## config.mk

```make
export PLATFORM = sky130hd
export DESIGN_NAME = pwm_duty_ramp
export DESIGN_NICKNAME = d
export VERILOG_FILES = /design/src/rtl/pwm_duty_ramp.sv
export SDC_FILE = /design/constraint.sdc
export NUM_CORES = 1
export LEC_CHECK = 0
export CORE_ASPECT_RATIO = 1.75
export CORE_MARGIN = 2
export CORE_UTILIZATION = 40
export DETAILED_ROUTE_END_ITERATION = 10
export GPL_TIMING_DRIVEN = 0
export PLACE_DENSITY = 0.65
export REMOVE_ABC_BUFFERS = 1
export SYNTH_ARGS = -nofsm -noshare
export SYNTH_HDL_FRONTEND = slang
export SYNTH_SLANG_ARGS = --single-unit
```

## constraint.sdc

```tcl
create_clock -name clk -period 6.91 [get_ports clk]
set_input_delay 1.0365 -clock clk [delete_from_list [all_inputs] [get_ports clk]]
set_output_delay 1.0365 -clock clk [all_outputs]
set_load 0.02 [all_outputs]
```

## src/rtl/pwm_duty_ramp.sv

```systemverilog
// ============================================================================
// Module      : pwm_duty_ramp
// Description : Breathing-profile duty generator feeding the PWM duty input:
//               ramp up to duty_max, hold, ramp down to duty_min, hold, repeat.
// Revision    : 1.0  initial release
// ============================================================================
`default_nettype none

module pwm_duty_ramp #(
    parameter int N      = 16,
    parameter int DIV_W  = 24,
    parameter int HOLD_W = 16
) (
    input  logic              clk,
    input  logic              rst,
    input  logic              en,
    input  logic [N-1:0]      duty_min,
    input  logic [N-1:0]      duty_max,
    input  logic [N-1:0]      step,
    input  logic [DIV_W-1:0]  tick_div,
    input  logic [HOLD_W-1:0] hold_cnt,
    output logic [N-1:0]      duty,
    output logic              duty_upd,
    output logic [2:0]        state,
    output logic              cfg_err
);

    typedef enum logic [2:0] {
        S_IDLE      = 3'd0,
        S_RAMP_UP   = 3'd1,
        S_HOLD_HIGH = 3'd2,
        S_RAMP_DOWN = 3'd3,
        S_HOLD_LOW  = 3'd4
    } state_t;

    state_t            r_state, w_state_nxt;
    logic [N-1:0]      r_duty, w_duty_nxt;
    logic              r_upd;
    logic              r_cfg_err, w_err_nxt;
    logic [DIV_W-1:0]  r_presc, w_presc_nxt;
    logic [HOLD_W-1:0] r_hold, w_hold_nxt;
    logic              w_load_cfg;

    logic [N-1:0]      r_min, r_max, r_step;
    logic [DIV_W-1:0]  r_div;
    logic [HOLD_W-1:0] r_holdc;

    logic              w_tick;
    logic              w_valid;
    logic [N:0]        w_sum;
    logic [N:0]        w_floor;
    logic [N-1:0]      w_up_val;
    logic [N-1:0]      w_dn_val;

    assign w_tick  = (r_presc == r_div);
    assign w_valid = (duty_min <= duty_max) && (step != '0);

    // Ramp arithmetic in N+1 bits so neither direction can wrap.
    assign w_sum    = {1'b0, r_duty} + {1'b0, r_step};
    assign w_floor  = {1'b0, r_min} + {1'b0, r_step};
    assign w_up_val = (w_sum >= {1'b0, r_max}) ? r_max : w_sum[N-1:0];
    assign w_dn_val = ({1'b0, r_duty} < w_floor) ? r_min : (r_duty - r_step);

    always_comb begin
        w_state_nxt = r_state;
        w_duty_nxt  = r_duty;
        w_err_nxt   = r_cfg_err;
        w_presc_nxt = r_presc;
        w_hold_nxt  = r_hold;
        w_load_cfg  = 1'b0;

        if (r_state == S_IDLE) begin
            w_presc_nxt = '0;
            w_hold_nxt  = '0;
            if (en && w_valid) begin
                w_load_cfg  = 1'b1;
                w_duty_nxt  = duty_min;
                w_state_nxt = S_RAMP_UP;
                w_err_nxt   = 1'b0;
            end else begin
                w_err_nxt = en;
            end
        end else if (!en) begin
            w_state_nxt = S_IDLE;
            w_duty_nxt  = '0;
            w_presc_nxt = '0;
            w_hold_nxt  = '0;
            w_err_nxt   = 1'b0;
        end else begin
            w_err_nxt   = 1'b0;
            w_presc_nxt = w_tick ? '0 : (r_presc + DIV_W'(1));
            if (w_tick) begin
                case (r_state)
                    S_RAMP_UP: begin
                        w_duty_nxt = w_up_val;
                        if (w_up_val == r_max) begin
                            w_state_nxt = S_HOLD_HIGH;
                            w_hold_nxt  = r_holdc;
                        end
                    end
                    S_HOLD_HIGH: begin
                        if (r_hold == '0) w_state_nxt = S_RAMP_DOWN;
                        else              w_hold_nxt  = r_hold - HOLD_W'(1);
                    end
                    S_RAMP_DOWN: begin
                        w_duty_nxt = w_dn_val;
                        if (w_dn_val == r_min) begin
                            w_state_nxt = S_HOLD_LOW;
                            w_hold_nxt  = r_holdc;
                        end
                    end
                    S_HOLD_LOW: begin
                        if (r_hold != '0) begin
                            w_hold_nxt = r_hold - HOLD_W'(1);
                        end else if (w_valid) begin
                            w_load_cfg  = 1'b1;
                            w_duty_nxt  = duty_min;
                            w_state_nxt = S_RAMP_UP;
                        end else begin
                            w_duty_nxt  = '0;
                            w_state_nxt = S_IDLE;
                            w_err_nxt   = 1'b1;
                            w_presc_nxt = '0;
                        end
                    end
                    default: w_state_nxt = S_IDLE;
                endcase
            end
        end
    end

    always_ff @(posedge clk or posedge rst) begin
        if (rst) begin
            r_state   <= S_IDLE;
            r_duty    <= '0;
            r_upd     <= 1'b0;
            r_cfg_err <= 1'b0;
            r_presc   <= '0;
            r_hold    <= '0;
            r_min     <= '0;
            r_max     <= '0;
            r_step    <= '0;
            r_div     <= '0;
            r_holdc   <= '0;
        end else begin
            r_state   <= w_state_nxt;
            r_duty    <= w_duty_nxt;
            r_upd     <= (w_duty_nxt != r_duty);
            r_cfg_err <= w_err_nxt;
            r_presc   <= w_presc_nxt;
            r_hold    <= w_hold_nxt;
            if (w_load_cfg) begin
                r_min   <= duty_min;
                r_max   <= duty_max;
                r_step  <= step;
                r_div   <= tick_div;
                r_holdc <= hold_cnt;
            end
        end
    end

    assign duty     = r_duty;
    assign duty_upd = r_upd;
    assign state    = r_state;
    assign cfg_err  = r_cfg_err;

endmodule

`default_nettype wire

```

==> impl_metrics.tcl <==
set metrics [dict create \
    status "finished, final reports clean" \
    critical_path_buf_inv_count 1 \
    dp.cells 1853 \
    hold_violations 0 \
    num_io_pins 112 \
    nFillCells 3052 \
    reg2reg_depth 20 \
    hp-class "reg2reg" \
    die_y_um 239 \
    crit_path_max_incr_delay_ns 0.62 \
    finalWeightedCongestion 0.951 \
    synth_edf_count 0 \
    worstPathArrival_ns 6.90 \
    fmax_mhz 151 \
    drive_above_1_share_pct 10.7 \
    setup_viol 0 \
    synth_area_leaders "dfrtp_1 (30%), ha_1 (9.6%), mux2_2 (6.8%)" \
    crit_cells 20 \
    antenna_found_initial 0 \
    path_class "reg2reg" \
    multi_input_area_mm2 0.00834 \
    fin_nets 1676 \
    cp.required_ns 7.19 \
    grt_max_degree 76 \
    endpoint_kind "flop" \
    path_cells "ha_1 -> inv_1 -> fa_1 -> or2_2 -> a221oi_4 -> o211a_1 -> o21ai_0 -> xnor2_1 -> ha_1 -> nand3_1 -> nor4_1 -> a21oi_1 -> o21ai_1 -> nor2_4 -> a32o_1 -> a31oi_1 -> o22a_1 -> a31oi_1 -> or3_1 -> or4_1" \
    tightestPinTransition_ns 1.34 \
    fin_worst_skew_ns 0.0129 \
    place_hpwl_um 35300 \
    start_util_pct 40.8 \
    synth_flop_cell "dfrtp_1" \
    core_mm2 0.0308 \
    num_rows 85 \
    cts-root-buf "clkbuf_16" \
    clkSlewWorstSetupHoldPaths_ns 0.07 \
    port_buffers 111 \
    synthArstFlopShare_pct 100 \
    yosys_warnings 0 \
    drtPass1Iterations 5 \
    clkSinkCount 149 \
    fin_crit_ns 6.61 \
    worstHoldPathCells 2 \
    syn2layout_area_growth_pct 16.7 \
    drt_wl_total_um 45600 \
    syn-mean-instance-area_um2 8.88 \
    overflow 0 \
    hold_start "r_max[11]$_DFFE_PP0P_" \
    syn_area_mm2 0.0126 \
    hold_slack_ns 0.476 \
    reg2reg_from "duty[0]$_DFF_PP0_" \
    min_to "r_max[11]$_DFFE_PP0P_" \
    min_period_over_period_pct 95.7 \
    synth_cell_types 91 \
    crit_path_start_kind "flop" \
    worst_path_dominant_cell_family "compound AO/OA/AOI/OAI gates" \
    final_cells 1889 \
    die-area_mm2 0.0329 \
    yosysTopAreaCell "dfrtp_1" \
    final.setup.tns_ns 0 \
    synthTopCellsByCount "dfrtp_1 (149), ha_1 (96), inv_1 (87), nor2_1 (87), o21ai_0 (84)" \
    synth_seq_cells 149 \
    yosys.cell_count.top_type "dfrtp_1" \
    worstReg2RegEnd "duty_upd$_DFF_PP0_" \
    n_antenna_cell 0 \
    yosysTopAreaCellShare_pct 29.7 \
    vias_per_cell 6.22 \
    clock_latency_ns 0.45 \
    drv_cap 0 \
    max_slew_margin_pct 10.0 \
    yosysSeqAreaShare_pct 29.7 \
    die_width_um 138 \
    cts_buffer_depth 2 \
    drc_errors 0 \
    cts_tree "done" \
    cp_slowest_cell "or4_1" \
    cts_hold_buf 0 \
    ant_nets 0 \
    cts_inserted_buffers 17 \
    avgRoutedWirePerCell_um 24.1 \
    grt_pass1_wl_um 69200 \
    drt_iter0_drc 813 \
    grt.total_usage_pct 27.6 \
    slew_violations 0 \
    h-tree-depth 4 \
    rrSetupSlack_ns 0.30 \
    dr_total_vias 11700 \
    register_area_mm2 0.00373 \
    first_global_vias 11600 \
    critPathMaxFanout 10 \
    syn_inst 1416 \
]
layout by cell type (no fill, tap or decap), types with 37 or more instances in the layout:
master and instances:
mux2_2 76, nand2_1 78, clkdlybuf4s50_1 111, xnor2_1 78, o21ai_0 83, nor2_1 86, ha_1 96, inv_1 86
nor3_1 37, a21oi_1 82, dfrtp_1 148, nand3_1 40
worst max path at each step:
stage / slack, ns / start / end
finish: 0.30 / duty[0]$_DFF_PP0_ / duty_upd$_DFF_PP0_
global route: -0.02 / duty[0]$_DFF_PP0_ / duty_upd$_DFF_PP0_
CTS: 0.11 / duty[0]$_DFF_PP0_ / duty_upd$_DFF_PP0_
detailed placement: -0.39 / duty[1]$_DFF_PP0_ / duty_upd$_DFF_PP0_
global placement: -1.90 / duty_min[9] / r_div[19]$_DFFE_PP0P_
floorplan: 1.09 / duty_max[11] / r_div[0]$_DFFE_PP0P_
cell type report:
type,instances,area share (%)
inverters,88,2.30
repair buffers,120,8.38
flip-flops and latches,149,25.4
multi-input cells,1110,56.8
well taps,391,3.33
clock buffers,17,2.90
clock inverters,14,0.853
kinds of logic after synthesis:
| kind of cell | after synthesis | synth area share [%] |
|---|---|---|
| buffers and inverters | 157 | 4.83 |
| AO/OA/AOI/OAI | 406 | 22.4 |
| flip-flops | 149 | 29.7 |
| adder cells (fa/ha/maj) | 99 | 10.0 |
| AND/OR/NAND/NOR | 400 | 16.5 |
| multiplexers | 88 | 7.76 |
| XOR/XNOR | 117 | 8.81 |
sequential cells by signal (all words and copies together) (netlist names):
name	cells
duty	16
cfg_err	1
r_min	16
r_presc	24
duty_upd	1
r_holdc	16
r_hold	16
r_max	16
r_div	24
state	3
r_step	16
what timing repair did:
action,4_1_cts,5_1_grt
endpoints found under the setup margin,1,1
pin swaps,1,3
gates resized for setup,6,11
setup buffers,1,4
hold endpoints to repair,0,0
layer usage:
layer | wire (µm) | GRT usage (%) | part of all wire, % | up-vias
li1 | - | - | - | 5417
met4 | 4160 | 22.0 | 9.1 | 0
met2 | 23500 | 49.8 | 52 | 448
met3 | 1950 | 3.51 | 4.3 | 172
met5 | 0 | 0 | 0 | -
met1 | 16000 | 28.6 | 35 | 5706
metrics by stage:
stage | setup WS (ns) | area (µm²) | util [%]
after floorplan | 1.09 | 12300 | -
after global placement | -1.90 | 13900 | 45.1
after detailed placement | -0.389 | 14000 | 45.4
after CTS | 0.105 | 14600 | 47.3
after global routing | -0.0245 | 14700 | 47.6
final | 0.296 | 14700 | 47.6
worst reg2reg max path: stages, from the launching register on:
cell and delay, ns:
dfrtp_1 0.55, ha_1 0.29, inv_1 0.08, fa_1 0.42
or2_2 0.35, a221oi_4 0.39, o211a_1 0.27, o21ai_0 0.19
xnor2_1 0.21, ha_1 0.33, nand3_1 0.17, nor4_1 0.33
a21oi_1 0.13, o21ai_1 0.37, nor2_4 0.18, a32o_1 0.29
a31oi_1 0.52, o22a_1 0.22, a31oi_1 0.11, or3_1 0.43
or4_1 0.62
Power is not shown: default switching activity piles up to over one toggle a cycle in this logic, so the estimate is an artifact.
